### config.mk
export PLATFORM = sky130hd
export DESIGN_NAME = mem_arbiter
export DESIGN_NICKNAME = d
export VERILOG_FILES = /design/src/rtl/mem_arbiter.sv
export SDC_FILE = /design/constraint.sdc
export NUM_CORES = 1
export LEC_CHECK = 0
export BUFFER_PORTS_ARGS = -buffer_cell sky130_fd_sc_hd__buf_4
export CAP_MARGIN = 25
export CORE_MARGIN = 10
export CORE_UTILIZATION = 35
export DETAILED_ROUTE_END_ITERATION = 6
export PLACE_DENSITY = 0.71
export SLEW_MARGIN = 5
export SYNTH_ARGS = -nofsm -noshare
export SYNTH_HDL_FRONTEND = slang
export SYNTH_SLANG_ARGS = --single-unit
### constraint.sdc
create_clock -name clk -period 2.1 [get_ports clk]
set_clock_uncertainty 0.15 [all_clocks]
set_input_delay 0 -clock clk [delete_from_list [all_inputs] [get_ports clk]]
set_output_delay 0 -clock clk [all_outputs]
set_load 0.005 [all_outputs]
### src/rtl/mem_arbiter.sv
// mem_arbiter -- shares one physical memory port between the LC-3b
// instruction-fetch requester (i_*) and the data load/store requester (d_*).
//
// One access is in flight at a time. In IDLE a pending request is granted,
// its op/address/write data/byte mask are captured, and the FSM moves to
// SERVE_I or SERVE_D. While serving, the pmem_* outputs come only from the
// captured copy, so requester inputs may change freely. pmem_resp completes
// the access: the granted port's resp pulses in that same cycle, pmem_rdata
// is forwarded to both rdata outputs, and the FSM returns to IDLE.
// This always leaves one idle cycle between consecutive grants.
//
// Ports:
//   clk, rst_n                  clock, synchronous active-low reset
//   i_mem_read/address          instruction fetch request (read only)
//   i_mem_rdata/resp            instruction fetch completion
//   d_mem_read/write            data request (read+write together = write)
//   d_mem_byte_enable/address/wdata   data request payload
//   d_mem_rdata/resp            data access completion
//   pmem_read/write/byte_enable/address/wdata   physical port request
//   pmem_rdata/resp             physical port completion
//
// Configuration macro:
//   ARB_ROUND_ROBIN_EN  defined   -> a tie goes to the port not granted last
//                       undefined -> fixed priority, data port wins ties
module mem_arbiter #(
    parameter int ADDR_W = 16,
    parameter int DATA_W = 16
) (
    input  logic              clk,
    input  logic              rst_n,
    input  logic              i_mem_read,
    input  logic [ADDR_W-1:0] i_mem_address,
    output logic [DATA_W-1:0] i_mem_rdata,
    output logic              i_mem_resp,
    input  logic              d_mem_read,
    input  logic              d_mem_write,
    input  logic [1:0]        d_mem_byte_enable,
    input  logic [ADDR_W-1:0] d_mem_address,
    input  logic [DATA_W-1:0] d_mem_wdata,
    output logic [DATA_W-1:0] d_mem_rdata,
    output logic              d_mem_resp,
    output logic              pmem_read,
    output logic              pmem_write,
    output logic [1:0]        pmem_byte_enable,
    output logic [ADDR_W-1:0] pmem_address,
    output logic [DATA_W-1:0] pmem_wdata,
    input  logic [DATA_W-1:0] pmem_rdata,
    input  logic              pmem_resp
);

    typedef enum logic [1:0] {
        IDLE    = 2'b00,
        SERVE_I = 2'b01,
        SERVE_D = 2'b10
    } state_t;

    state_t state, state_nxt;

    logic              d_req;
    logic              d_is_write;
    logic              grant_i;
    logic              grant_d;

    // Captured copy of the granted request.
    logic              op_write_lat;
    logic [1:0]        be_lat;
    logic [ADDR_W-1:0] addr_lat;
    logic [DATA_W-1:0] wdata_lat;

`ifdef ARB_ROUND_ROBIN_EN
    // 1 when the data port received the most recent grant.
    logic              last_grant_d;
`endif

    assign d_req      = d_mem_read | d_mem_write;
    // A simultaneous read and write strobe is served as a write.
    assign d_is_write = d_mem_write;

    // Read data is simply forwarded; only resp tells a port it is theirs.
    assign i_mem_rdata = pmem_rdata;
    assign d_mem_rdata = pmem_rdata;

    assign pmem_byte_enable = be_lat;
    assign pmem_address     = addr_lat;
    assign pmem_wdata       = wdata_lat;

    always_comb begin
        state_nxt  = state;
        grant_i    = 1'b0;
        grant_d    = 1'b0;
        pmem_read  = 1'b0;
        pmem_write = 1'b0;
        i_mem_resp = 1'b0;
        d_mem_resp = 1'b0;

        case (state)
            IDLE: begin
                // pmem_resp is deliberately ignored here: a late response for
                // an access aborted by reset must not complete anything.
                if (d_req && i_mem_read) begin
`ifdef ARB_ROUND_ROBIN_EN
                    if (last_grant_d) begin
                        grant_i = 1'b1;
                    end else begin
                        grant_d = 1'b1;
                    end
`else
                    grant_d = 1'b1;
`endif
                end else if (d_req) begin
                    grant_d = 1'b1;
                end else if (i_mem_read) begin
                    grant_i = 1'b1;
                end

                if (grant_d) begin
                    state_nxt = SERVE_D;
                end else if (grant_i) begin
                    state_nxt = SERVE_I;
                end
            end

            SERVE_I: begin
                pmem_read  = ~op_write_lat;
                pmem_write = op_write_lat;
                if (pmem_resp) begin
                    // Gated by rst_n so a reset cycle never reports completion.
                    i_mem_resp = rst_n;
                    state_nxt  = IDLE;
                end
            end

            SERVE_D: begin
                pmem_read  = ~op_write_lat;
                pmem_write = op_write_lat;
                if (pmem_resp) begin
                    d_mem_resp = rst_n;
                    state_nxt  = IDLE;
                end
            end

            default: begin
                state_nxt = IDLE;
            end
        endcase
    end

    always_ff @(posedge clk) begin
        if (!rst_n) begin
            state <= IDLE;
        end else begin
            state <= state_nxt;
        end
    end

    always_ff @(posedge clk) begin
        if (!rst_n) begin
            op_write_lat <= 1'b0;
            be_lat       <= 2'b00;
            addr_lat     <= '0;
            wdata_lat    <= '0;
        end else if (grant_d) begin
            op_write_lat <= d_is_write;
            be_lat       <= d_is_write ? d_mem_byte_enable : 2'b11;
            addr_lat     <= d_mem_address;
            wdata_lat    <= d_mem_wdata;
        end else if (grant_i) begin
            op_write_lat <= 1'b0;
            be_lat       <= 2'b11;
            addr_lat     <= i_mem_address;
        end
    end

`ifdef ARB_ROUND_ROBIN_EN
    always_ff @(posedge clk) begin
        if (!rst_n) begin
            last_grant_d <= 1'b0;
        end else if (grant_d) begin
            last_grant_d <= 1'b1;
        end else if (grant_i) begin
            last_grant_d <= 1'b0;
        end
    end
`endif

endmodule

---- Word-level counts from Yosys, hierarchy flattened ----
Cells that the tools add are included.
storage, ports and cells
  bits in registers ....................... 37
  output and inout port bits .............. 70
  word-level logic and storage cells ...... 41
cells by class
  equality and inequality tests ........... 4
  multiplexer cells ....................... 25
  bitwise operators ....................... 2
  reduce and logical (&&, ||, !) cells .... 5
operator list
  kind                                            count
  two-way mux 16 bit                              2
  two-way mux 1 bit                               16
  two-way mux 2 bit                               6
  case mux 2 bit (2 select lines)                 1
  != test 3 bit (second input constant)           1
  == test 2 x 1 -> 1 bit (second input constant)  1
  == test 2 bit (second input constant)           1
  logical NOT 2 bit                               1
  != test 2 x 1 -> 1 bit (second input constant)  1
  AND reduction 2 bit                             1
  nonzero test 2 bit                              1
  OR reduction 2 bit                              1
  logical AND 1 bit                               1
  NOT 1 bit                                       1
  OR 1 bit                                        1

---- Depth between registers and ports, before layout ----
  depth in word-level cells ............... 7
  depth in mapped cells ................... 7

---- Worst setup path before layout ----
No wires, ideal clock.
  path kind ............................... reg-to-reg
  start point ............................. register state[0]
  end point ............................... register addr_lat[10], in the netlist pmem_address[10]
  setup time .............................. 0.118 ns
  data arrival time ....................... 1.484 ns
  setup slack ............................. 0.348 ns
  stages on the path, launching flop included .. 7
  path buffers ............................ 1
  clock period less this slack ............ 1.752 ns
  path through ............................ dfxtp_1 -> inv_1 -> ha_1 -> and4bb_1 -> clkbuf_1 -> or2b_1 -> o2111a_1
on the way
  cells in the longest elaborated chain, start to end .. 3
  elaborated cells between the ends (all ways) .. 5
ends and longest elaborated chain
  element                                                   RTL line  RTL
  from (decl)                                               57        state_t state, state_nxt;
  from (signal assigned)                                    152       state <= state_nxt;
  logical NOT 2 bit *                                       96        case (state)
  two-way mux 1 bit                                         96
  two-way mux 16 bit or nonzero test 2 bit (tied branches)  --
  to (signal assigned)                                      165       addr_lat <= d_mem_address;
  to (signal assigned)                                      170       addr_lat <= i_mem_address;
  to (decl)                                                 67        logic [ADDR_W-1:0] addr_lat;
Mark *: on every way between the ends. The rest lies on a longest branch, timed or not.
A chain may end at the register's enable or synchronous reset.

---- Final worst setup path ----
  start point ............................. register state[0]
  end point ............................... register op_write_lat
on the way
  cells in the longest elaborated chain, start to end .. 3
  elaborated cells between the ends (all ways) .. 5
ends and longest elaborated chain
  element                                                  RTL line  RTL
  logical NOT 2 bit *                                      96
  two-way mux 1 bit                                        96
  two-way mux 1 bit or nonzero test 2 bit (tied branches)  --
  to (signal assigned)                                     163       op_write_lat <= d_is_write;
  to (decl)                                                65        logic op_write_lat;
Marks and branches as above.

==> reports/metrics.yaml <==
pwr:
  p_leak_nw: 1.41
  power_density_nw_per_um2: 610
  irDropWorstVdd_mv: 0.347
logic_synthesis:
  netlist.area_leader.share_pct: 38.7
  synth_edf_count: 0
  synth_top_family_by_area: "simple AND/OR/NAND/NOR gates"
  yosys_warnings: 0
  yosysUniqueCellTypes: 26
  synthFlopType: "dfxtp_1"
  synthMuxAreaShare_pct: 0
  synth-simple-area-share_pct: 22.7
  synth_compound_area_share_pct: 19.7
  synth_fa_ha_area_share_pct: 1.96
  yosysMostFrequentCell: "dfxtp_1"
  syn_area_per_cell_um2: 9.16
  netlist_instances: 209
  synth-seq-area-share_pct: 38.7
  async_reset_ff_share_pct: 0
  synth_seq_cells: 37
  netlist_top_cells_count: "37 x dfxtp_1, 35 x nand2_1, 32 x buf_4"
  netlist_area_um2: 1910
  synth_area_leader_cell: "dfxtp_1"
  synthTopCellsByArea: "dfxtp_1 39%, buf_4 13%, o2111a_1 9.4%, a21boi_0 7.1%, nand2_1 6.9%"
  synthXorXnorAreaFrac_pct: 0
  syn_nets: 284
status:
  status: "complete, no violations"
layout:
  stdcell_area_um2: 3220
  synthToLayoutAreaGrowth_pct: 68.4
  diodes: 0
  utilization_pct: 61.9
  drive_gt1_share_pct: 31.1
  nNetsFinal: 415
  fillers: 450
clock_tree:
  cts_tree: "yes"
  clockBufferDepth: 2
  cts_buffers: 5
  htree_levels: 2
  clock_sinks: 37
  clk_latency_ns: 0.28
  cts-root-buf: "clkbuf_8"
  postCtsSetupBuffers: 0
  clk_pin_slew_ns: 0.07
detailed_routing:
  final_antenna_net_count: 0
  firstDrtPassIters: 4
  routedWlPerCell_um: 16.4
  drc: 0
  dr.first_iter.drc_count: 47
  viasPerCell: 4.70
  wl_mm: 6.74
  num_vias: 1931
setup_path:
  timing.rr.start: "state[0]$_SDFFE_PN0P_"
  worstPathArrival_ns: 1.99
  end_kind: "flip-flop"
  path_class: "reg -> reg"
  rr_endpoint: "op_write_lat$_SDFFE_PN0P_"
  ff2ff_setup_slack_ns: 0.18
  cp_data_required_time_ns: 2.17
  critPathLaunchType: "flip-flop"
  rr_worst_depth: 7
  cp_max_fo: 23
floorplanning:
  die-area_um2: 8830
  coreArea_um2: 5200
  fp.dieH_um: 94.0
  num_rows: 26
  initial_core_util_pct: 36.8
  die_x_um: 94.0
  io_pins: 142
global_route:
  grt_pass1_vias: 2133
  grt-ovfl-total: 0
  grt_pass1_wl_mm: 10.6
  antenna_found_initial: 0
  grt_max_degree: 40
  grt_use_total_pct: 14.9
hold_path:
  hp-start: "rst_n"
  holdPathStages: 2
  min_path_type: "in -> reg"
  holdPathEnd: "pmem_address[8]$_SDFFE_PN0P_"
timing:
  rsz0062_at_grt: "no"
  period_needed_ns: 1.92
  hold_violations: 0
  slew_headroom_pct: 72.3
  setup_ws_ns: 0.178
  finalSetupViolCount: 0
  final.setup.tns_ns: 0
  fmax_ghz: 0.520
  worst_pin_slew_ns: 0.415
  finalCritPeriodShare_pct: 91.5
  drv_slew: 0
place:
  io_buffers: 93
  placed_cell_area_um2: 2420
  gp_congestion: 0.740
  dp_slack_ns: 0.188
  hpwl_mm: 4.18
run:
  maxCapViolCount: 0
==> worst max-delay path: stages (launching register included) <==
cell and delay (ns):
dfxtp_1 0.36, inv_1 0.07, ha_1 0.21, buf_4 0.21, o21ai_0 0.09, nand2_1 0.07
a21boi_1 0.14, dlygate4sd3_1 0.56
==> per-stage QoR <==
step | hold slack [ns] | instances | power, mW
global placement | -0.150 | 331 | 1.38
finish | 0.0226 | 411 | 1.97
global route | 0.0212 | 411 | 2.10
CTS | 0.000743 | 411 | 2.00
detailed placement | -0.150 | 331 | 1.39
floorplan | -0.0692 | 209 | 1.16
==> logic make-up after synthesis <==
logic type               Yosys count
buffers and inverters             48
AO/OA/AOI/OAI                     43
flip-flops                        37
AND/OR/NAND/NOR                   78
adder cells (fa/ha/maj)            3
==> what timing repair did <==
item | 4_1_cts | 5_1_grt
endpoints found under the hold margin | 69 | 0
resized for setup | 0 | 2
setup endpoints to repair | 0 | 2
hold buffers | 72 | 0
==> registers in the layout (all words and copies together) (netlist names) <==
name	flops
pmem_wdata	16
pmem_byte_enable	2
pmem_address	16
op_write_lat	1
state	2
==> per-layer routing <==
layer / vias up / global-route usage (%) / wire length (um)
li1: 947 / - / -
met2: 81 / 29.1 / 3710
met1: 897 / 14.3 / 2390
met5: - / 0 / 0
met3: 6 / 5.04 / 555
met4: 0 / 4.43 / 80
==> layout make-up <==
class                   count  area (um^2)  share of cell area (%)
clock buffers               8         80.1                    2.48
inverters                   2         7.51                   0.233
multi-input cells         124          851                    26.4
flip-flops and latches     37          741                    23.0
well taps                  70         87.6                    2.72
repair buffers            170         1460                    45.2
==> layout by cell type (no fill, tap or decap) <==
cell / n
a21oi_1: 1
nor3b_1: 1
a21boi_0: 17
o21a_2: 1
o221a_2: 2
nand3b_1: 16
o21a_1: 1
and3_1: 2
nand2_1: 35
dfxtp_1: 37
nor2b_1: 3
o2111a_1: 16
and2_1: 1
buf_4: 98
and4bb_1: 1
clkbuf_1: 3
or2_1: 1
or2b_1: 7
o21ai_1: 1
nor2_1: 1
nand2b_1: 10
ha_1: 3
clkbuf_8: 5
inv_1: 2
dlygate4sd3_1: 72
o21ai_0: 3
a21boi_1: 1
==> worst max-delay path by stage <==
stage / from / endpoint
after floorplan: state[0]$_SDFFE_PN0P_ / pmem_address[10]$_SDFFE_PN0P_
after global placement: state[0]$_SDFFE_PN0P_ / pmem_byte_enable[0]$_SDFFE_PN0P_
after detailed placement: state[0]$_SDFFE_PN0P_ / pmem_byte_enable[1]$_SDFFE_PN0P_
after CTS: state[0]$_SDFFE_PN0P_ / pmem_byte_enable[1]$_SDFFE_PN0P_
after global routing: state[0]$_SDFFE_PN0P_ / op_write_lat$_SDFFE_PN0P_
final: state[0]$_SDFFE_PN0P_ / op_write_lat$_SDFFE_PN0P_
==> where the power goes <==
part	leakage, nW	total, mW	switching, mW	internal [mW]
Clock	0.0395	0.469	0.233	0.236
Combinational	1.07	0.654	0.269	0.384
Sequential	0.307	0.842	0.0489	0.793
Total	1.41	1.97	0.552	1.41
No activity file was read; power rests on OpenSTA's default activity.
